`config.mk`:
```
export PLATFORM = sky130hd
export DESIGN_NAME = mem_bus_arbiter
export DESIGN_NICKNAME = d
export VERILOG_FILES = /design/src/rtl/mem_bus_arbiter.sv
export SDC_FILE = /design/constraint.sdc
export NUM_CORES = 1
export LEC_CHECK = 0
export ABC_CLOCK_PERIOD_IN_PS = 2500
export BUFFER_PORTS_ARGS = -buffer_cell sky130_fd_sc_hd__buf_2
export CAP_MARGIN = 5
export CORE_ASPECT_RATIO = 2
export CORE_MARGIN = 1
export CORE_UTILIZATION = 50
export CTS_BUF_LIST = sky130_fd_sc_hd__clkbuf_8
export DETAILED_ROUTE_END_ITERATION = 8
export GPL_ROUTABILITY_DRIVEN = 0
export PLACE_DENSITY = 0.82
export SETUP_SLACK_MARGIN = 0.3
export SYNTH_ARGS = -nofsm -noshare
export SYNTH_HDL_FRONTEND = slang
export SYNTH_SLANG_ARGS = --single-unit
```
`constraint.sdc`:
```
create_clock -name clock -period 2.5 [get_ports clock]
set_clock_uncertainty 0.2 [all_clocks]
set_input_delay 0.125 -clock clock [delete_from_list [all_inputs] [get_ports clock]]
set_output_delay 0.125 -clock clock [all_outputs]
set_load 0.05 [all_outputs]
```
`src/rtl/mem_bus_arbiter.sv`:
```
// mem_bus_arbiter
//   Shares the single memory controller between the CPU control FSM
//   (primary requester) and the debug/loader port (secondary requester).
//   Grants alternate round-robin; each grant is held for exactly one
//   memory transaction, after which read data and a one-cycle done pulse
//   are returned to the winner.  A mandatory one-cycle RELEASE gap
//   separates consecutive grants.
//
// Op encoding (mem_ctrl_op_e): 2'd0 MEM_NOP, 2'd1 MEM_READ, 2'd2 MEM_WRITE.
// Encoding 2'd3 is undefined and treated as MEM_NOP.
//
// Ports
//   clock, reset            system clock; synchronous active-high reset
//   cpu_op/addr/wdata       CPU request
//   cpu_rdata, cpu_done     CPU read data and completion pulse
//   dbg_op/addr/wdata       debug request
//   dbg_rdata, dbg_done     debug read data and completion pulse
//   mem_op/addr/wdata       request presented to the memory controller
//   mem_rdata, mem_done     memory controller response
//   grant_dbg               high while the debug port owns the bus
//   timeout_err             sticky; set when a grant times out
module mem_bus_arbiter #(
  parameter int DATA_BUS_WIDTH = 8,
  parameter int ADDR_WIDTH     = 8,
  parameter int MAX_WAIT       = 255
) (
  input  logic                      clock,
  input  logic                      reset,
  input  logic [1:0]                cpu_op,
  input  logic [ADDR_WIDTH-1:0]     cpu_addr,
  input  logic [DATA_BUS_WIDTH-1:0] cpu_wdata,
  output logic [DATA_BUS_WIDTH-1:0] cpu_rdata,
  output logic                      cpu_done,
  input  logic [1:0]                dbg_op,
  input  logic [ADDR_WIDTH-1:0]     dbg_addr,
  input  logic [DATA_BUS_WIDTH-1:0] dbg_wdata,
  output logic [DATA_BUS_WIDTH-1:0] dbg_rdata,
  output logic                      dbg_done,
  output logic [1:0]                mem_op,
  output logic [ADDR_WIDTH-1:0]     mem_addr,
  output logic [DATA_BUS_WIDTH-1:0] mem_wdata,
  input  logic [DATA_BUS_WIDTH-1:0] mem_rdata,
  input  logic                      mem_done,
  output logic                      grant_dbg,
  output logic                      timeout_err
);

  localparam logic [1:0] MEM_NOP   = 2'd0;
  localparam logic [1:0] MEM_READ  = 2'd1;
  localparam logic [1:0] MEM_WRITE = 2'd2;

  localparam logic [1:0] ST_IDLE      = 2'd0;
  localparam logic [1:0] ST_GRANT_CPU = 2'd1;
  localparam logic [1:0] ST_GRANT_DBG = 2'd2;
  localparam logic [1:0] ST_RELEASE   = 2'd3;

  localparam int CNT_W = $clog2(MAX_WAIT + 1);
  // Count value at the start of the MAX_WAIT-th grant cycle.
  localparam logic [CNT_W-1:0] WAIT_LAST = CNT_W'(MAX_WAIT - 1);

  logic [1:0]       state;
  logic             last_dbg;   // 1 when the debug port was served last
  logic [CNT_W-1:0] wait_cnt;

  logic cpu_req;
  logic dbg_req;
  logic pick_dbg;
  logic in_grant;
  logic serving_dbg;
  logic finish;
  logic mem_is_read;

  function automatic logic is_req(input logic [1:0] op);
    return (op == MEM_READ) || (op == MEM_WRITE);
  endfunction

  always_comb begin
    cpu_req     = is_req(cpu_op);
    dbg_req     = is_req(dbg_op);
    // Debug wins only when it is alone or the CPU was served last.
    pick_dbg    = dbg_req && (!cpu_req || !last_dbg);
    in_grant    = (state == ST_GRANT_CPU) || (state == ST_GRANT_DBG);
    serving_dbg = (state == ST_GRANT_DBG);
    // mem_done takes priority over a timeout landing in the same cycle.
    finish      = mem_done || (wait_cnt == WAIT_LAST);
    mem_is_read = (mem_op == MEM_READ);
  end

  always_ff @(posedge clock) begin
    if (reset) begin
      state       <= ST_IDLE;
      last_dbg    <= 1'b1;
      wait_cnt    <= '0;
      mem_op      <= MEM_NOP;
      mem_addr    <= '0;
      mem_wdata   <= '0;
      cpu_rdata   <= '0;
      dbg_rdata   <= '0;
      cpu_done    <= 1'b0;
      dbg_done    <= 1'b0;
      grant_dbg   <= 1'b0;
      timeout_err <= 1'b0;
    end else begin
      cpu_done <= 1'b0;
      dbg_done <= 1'b0;
      case (state)
        ST_IDLE: begin
          if (cpu_req || dbg_req) begin
            state     <= pick_dbg ? ST_GRANT_DBG : ST_GRANT_CPU;
            grant_dbg <= pick_dbg;
            mem_op    <= pick_dbg ? dbg_op    : cpu_op;
            mem_addr  <= pick_dbg ? dbg_addr  : cpu_addr;
            mem_wdata <= pick_dbg ? dbg_wdata : cpu_wdata;
          end
        end
        ST_GRANT_CPU, ST_GRANT_DBG: begin
          if (in_grant && finish) begin
            state     <= ST_RELEASE;
            mem_op    <= MEM_NOP;
            wait_cnt  <= '0;
            grant_dbg <= 1'b0;
            last_dbg  <= serving_dbg;
            if (!mem_done) begin
              timeout_err <= 1'b1;
            end
            if (serving_dbg) begin
              dbg_done <= 1'b1;
              if (!mem_done) begin
                dbg_rdata <= '1;
              end else if (mem_is_read) begin
                dbg_rdata <= mem_rdata;
              end
            end else begin
              cpu_done <= 1'b1;
              if (!mem_done) begin
                cpu_rdata <= '1;
              end else if (mem_is_read) begin
                cpu_rdata <= mem_rdata;
              end
            end
          end else begin
            wait_cnt <= wait_cnt + 1'b1;
          end
        end
        ST_RELEASE: begin
          state <= ST_IDLE;
        end
        default: begin
          state <= ST_IDLE;
        end
      endcase
    end
  end

endmodule

```
==> Yosys cells after proc, flatten, opt, wreduce, memory -nomap -nowiden <==
Index checks and enable logic that the tools add are counted.
{ "op_classes": {"addsub": 1, "multipliers": 0, "n_div": 0, "magnitude_cmp": 0, "n_eq_ne": 12, "n_shift": 0, "mux": 18, "bitwise_logic": 4, "reduce_logical": 21} }
{ "op_table": {"columns": ["cell", "n"], "rows": [
  ["8-bit 2-to-1 mux", 5],
  ["2-bit 2-to-1 mux", 6],
  ["8-bit by 1-bit adder with 8-bit output (second input constant)", 1],
  ["2-bit by 1-bit equality test with 1-bit output (second input constant)", 4],
  ["2-bit equality test (second input constant)", 4],
  ["8-bit equality test (second input constant)", 1],
  ["4-bit AND reduction", 2],
  ["1-bit logical OR", 6],
  ["2-bit case mux with 3 select lines", 1],
  ["2-bit AND reduction", 3],
  ["3-bit AND reduction", 2],
  ["1-bit 2-to-1 mux", 4],
  ["2-bit != test (second input constant)", 2],
  ["1-bit inverter", 4],
  ["2-bit case mux with 2 select lines", 1],
  ["3-bit OR reduction", 1],
  ["1-bit logical AND", 2],
  ["1-bit logical NOT", 2],
  ["2-bit logical NOT", 1],
  ["2-bit by 1-bit != test with 1-bit output (second input constant)", 1],
  ["1-bit case mux with 2 select lines", 1],
  ["2-bit nonzero test", 1],
  ["2-bit OR reduction", 1]
]} }
{ "totals": {"reg_bits": 49, "latch_bits": 0, "ram_bits": 0, "rom_bits": 0, "input_bits": 47, "out_inout_bits": 38, "word_cells": 68, "n_memories": 0} }

==> Longest topological paths before layout <==
{ "depth": {"word_depth": 8, "mapped_depth": 7, "ltp_nobuf": 6} }

==> Worst setup path before layout <==
OpenSTA, ideal clock, no wires.
{ "synth_path": {"kind": "register to register", "from": "reg state[0]", "to": "reg dbg_rdata[0]", "setup_time_ns": 0.086, "arrival_time_ns": 1.504, "t_required_ns": 2.214, "path_slack_ns": 0.711, "stages_incl_launch_ff": 7, "n_path_buf": 1, "synth_period_minus_slack_ns": 1.789, "cell_sequence": "dfxtp_1 -> inv_1 -> ha_1 -> clkbuf_1 -> and2_1 -> o21ai_1 -> a211oi_1"} }
{ "synth_between": {"elab_chain_len": 4, "elab_cells_between_ends": 6, "classes_between": "eq/ne (2); reduce/logical (4)"} }
{ "synth_rtl": {"columns": ["element", "line", "text"], "rows": [
  ["start: declaration", "61", "logic [1:0] state;"],
  ["start signal: assignment", "109", "state <= pick_dbg ? ST_GRANT_DBG : ST_GRANT_CPU;"],
  ["2-bit by 1-bit equality test with 1-bit output or 2-bit equality test (tied branches)", "82", "in_grant = (state == ST_GRANT_CPU) || (state == ST_GRANT_DBG);"],
  ["1-bit logical OR (*)", "82", null],
  ["net in_grant", "68", "logic in_grant;"],
  ["1-bit logical AND (*)", "117", "if (in_grant && finish) begin"],
  ["4-bit AND reduction (no line) (*)", null, null],
  ["end signal: assignment", "131", "dbg_rdata <= mem_rdata;"],
  ["end: declaration", "37", "output logic [DATA_BUS_WIDTH-1:0] dbg_rdata,"]
]} }
The timed path passes the listed nets; every way through them passes the cells marked *.
A chain may end at the register's enable or synchronous reset.

==> Final worst setup path <==
{ "layout_path": {"from": "reg state[0]", "to": "reg mem_op[0]"} }
{ "layout_between": {"elab_chain_len": 5, "elab_cells_between_ends": 11, "classes_between": "eq/ne (4); mux (1); reduce/logical (6)"} }
{ "layout_rtl": {"columns": ["element", "line", "text"], "rows": [
  ["2-bit by 1-bit equality test with 1-bit output or 2-bit equality test (tied branches)", "82", null],
  ["1-bit logical OR (*)", "82", null],
  ["net in_grant", "68", null],
  ["1-bit logical AND (*)", "117", null],
  ["2-bit != test (no line) (*)", null, null],
  ["3-bit AND reduction (no line) (*)", null, null],
  ["end signal: assignment", "111", "mem_op <= pick_dbg ? dbg_op : cpu_op;"],
  ["end: declaration", "39", "output logic [1:0] mem_op,"]
]} }
Marks and branches as above.

==> key figures <==
Status
  • Status: completed

Synthesis
  • Net count after synthesis: 295
  • Library cells used by synthesis: 37
  • Post-synth top flop: dfxtp_1
  • Post-Synth Simple-Gate Area: 12.3%
  • Avg Cell Area, Syn: 9.01 um^2
  • FF+latch count, synth: 49
  • Cell Area, Synth: 2190 um^2
  • Post-synthesis compound-gate area fraction: 21.8%
  • Top post-synthesis cells by area: dfxtp_1 45%, mux2i_1 8.2%, a211oi_1 5.8%
  • Xor-xnor portion of the synthesized cell area: 3.60%
  • Largest family of logic cells by synthesized area: compound AO/OA/AOI/OAI gates
  • Post-synth ARST share: 0%
  • Post-synthesis mux area share: 8.23%
  • Post-synthesis adder-cell area fraction: 2.86%
  • Top-area cell type share of the netlist area: 44.8%
  • Post-synth EDFFs: 0
  • Yosys warning count: 0
  • Post-synth top area cell: dfxtp_1
  • Cells after Synth: 243
  • Seq/Total Area, Yosys: 44.8%

Finish
  • Share of cells above drive strength 1: 27.5%
  • Diode count: 0
  • Register area: 981 um^2
  • Area grow syn2layout: 46.2%
  • Area of the multi-input gates: 1070 um^2
  • # nets final: 422
  • Most common cell after layout, fill and taps aside: buf_2
  • Filler cells: 278
  • Most frequent cells in the layout: 84 x buf_2, 49 x dfxtp_1, 41 x dlygate4sd3_1

Power and ir drop
  • Max VDD drop: 0.00101 V
  • Power per cell area: 928 nW/um^2
  • Leakage: 1.44 nW

Worst setup path
  • CP required: 2.52 ns
  • Setup crit start kind: flip-flop
  • Critical path data arrival time: 2.13 ns
  • Crit. End Element: flip-flop
  • Critical Setup Path Class: flip-flop to flip-flop
  • Worst Path Max Fanout: 12

Drt
  • Vias: 2249
  • DR iter-0 viols: 45
  • Initial DRT Pass Iterations: 4
  • Remaining DRCs: 0
  • Final ANT Viol Nets: 0
  • Drt total wl: 5.93 mm
  • Drt via density: 5.32
  • Wire per inst: 14.0 um

Worst hold path
  • HP Class: input port to flip-flop

Clock tree
  • Clk Latency, worst-skew pair: 0.29 ns
  • CTS H-Tree Depth: 2
  • TritonCTS Sinks: 49
  • Root buffer cell: clkbuf_8
  • TritonCTS Buffers: 5
  • CTS tree: done
  • Clk buf depth: 2
  • Worst-path clk slew: 0.08 ns

Flow run
  • Max Cap Viol: 0

Floorplan
  • Core ar.: 4130 um^2
  • Row count: 33
  • Die Y: 95.6 um
  • Die W: 48.8 um
  • IO Count: 85
  • Initial core utilization: 53.0%
  • Die ar.: 4660 um^2

Place
  • Buffers on Ports: 84
  • Final HPWL DP: 3.59 mm

Global route
  • GRT Resource Usage Total: 25.8%
  • Vias in the first global route: 2247
  • Aggregate global routing overflow: 0
  • First-pass GRT wire length: 9.35 mm
  • Largest net degree at the start of global routing: 33
  • Initial antenna violation count: 0

STA
  • Setup TNS: 0 ns
  • Worst Hold Margin: 0.0407 ns
  • Final hold violations: 0
  • RSZ-0062 raised after global routing: false
  • Measured slew at the worst slew-check pin: 0.608 ns
  • Achievable frequency: 475 MHz
  • Final Max Tran Viols: 0
  • Rel. slew slack: 59.2%
  • # setup viols final: 0
  • Final worst-path cycle share: 84.1%
  • Fin crit period: 2.10 ns
==> critical path, cell delays in order (launching register included) <==
cell and delay, ns:
dfxtp_1 0.34, inv_1 0.08, ha_1 0.44, nor3b_1 0.49
o221ai_1 0.23, a21o_1 0.19, o21ai_0 0.06
==> Yosys cell counts, types with 2 or more instances <==
| cell | n |
|---|---|
| a211oi_1 | 17 |
| ha_1 | 5 |
| nor3b_1 | 4 |
| nand4_1 | 3 |
| inv_1 | 23 |
| a21oi_1 | 19 |
| clkbuf_1 | 9 |
| xor2_1 | 6 |
| o21a_1 | 3 |
| mux2i_1 | 18 |
| o21ai_0 | 20 |
| xnor2_1 | 3 |
| nor2b_1 | 2 |
| nand2_1 | 7 |
| dfxtp_1 | 49 |
| o21ai_1 | 3 |
| and3_1 | 3 |
| nor2_1 | 26 |
| nand2b_1 | 4 |
| o211ai_1 | 2 |
==> where the power goes <==
part           switching, mW  internal [mW]  total (mW)  leakage [nW]
clock                  0.249          0.322       0.571        0.0626
sequential            0.0838          0.931        1.01         0.400
combinational          0.937          0.447        1.38         0.974
total                   1.27           1.70        2.97          1.44
==> sequential cells by signal, summed over array words and instances (netlist names), 2 cells and up <==
name and cells:
mem_op 2, state 2, dbg_rdata 8, mem_wdata 8, mem_addr 8, cpu_rdata 8, wait_cnt 8
==> area by class of cell <==
type	instances	share of cell area [%]
tap	52	2.03
clock buffer	6	2.58
multi-input combinational	161	33.5
sequential	49	30.6
inverter	23	2.70
clock inverter	2	1.06
timing repair buffer	130	27.5
==> stage by stage <==
step           utilization [%]  std cells  total power [mW]  area, um^2  setup WS (ns)
6_report                  77.5        423              2.97        3200          0.397
5_1_grt                   77.5        423              3.12        3200          0.304
4_1_cts                   76.6        420              2.92        3160          0.329
3_5_place_dp              63.8        371              2.27        2640          0.334
3_3_place_gp              63.8        371              2.25        2640          0.427
2_1_floorplan                -        243              2.01        2190          0.711
==> repair_timing <==
| item | CTS | global route |
|---|---|---|
| hold buffers | 41 | 0 |
| hold endpoints to repair | 34 | 0 |
| resized for setup | 0 | 1 |
| endpoints found under the setup margin | 0 | 19 |
| setup buffers | 0 | 3 |
==> routing by layer <==
metal / vias up / routed length, um / track usage, %
met5: - / 0 / 0
met4: 0 / 169 / 14.7
met3: 16 / 292 / 4.31
met2: 99 / 3310 / 52.7
met1: 1034 / 2160 / 22.8
li1: 1100 / - / -
==> cells by family (layout without fill, tap and decap cells) <==
kind of cell | count (synthesis) | count (layout)
AO/OA/AOI/OAI | 74 | 74
AND/OR/NAND/NOR | 55 | 55
flip-flops | 49 | 49
buffers and inverters | 33 | 161
multiplexers | 18 | 18
XOR/XNOR | 9 | 9
adder cells (fa/ha/maj) | 5 | 5
==> final timing paths <==
| check | from | endpoint | slack, ns | cells past startpoint |
|---|---|---|---|---|
| worst max-delay path | state[0] | mem_op[0] | 0.40 | 6 |
| worst min register to register | dbg_rdata[6] | dbg_rdata[6] | 0.25 | 2 |
| worst max register to register | state[0] | mem_op[0] | 0.40 | 6 |
| worst min-delay path | reset | wait_cnt[0] | 0.04 | 2 |
Note: power is estimated with default switching activity, not from simulation.
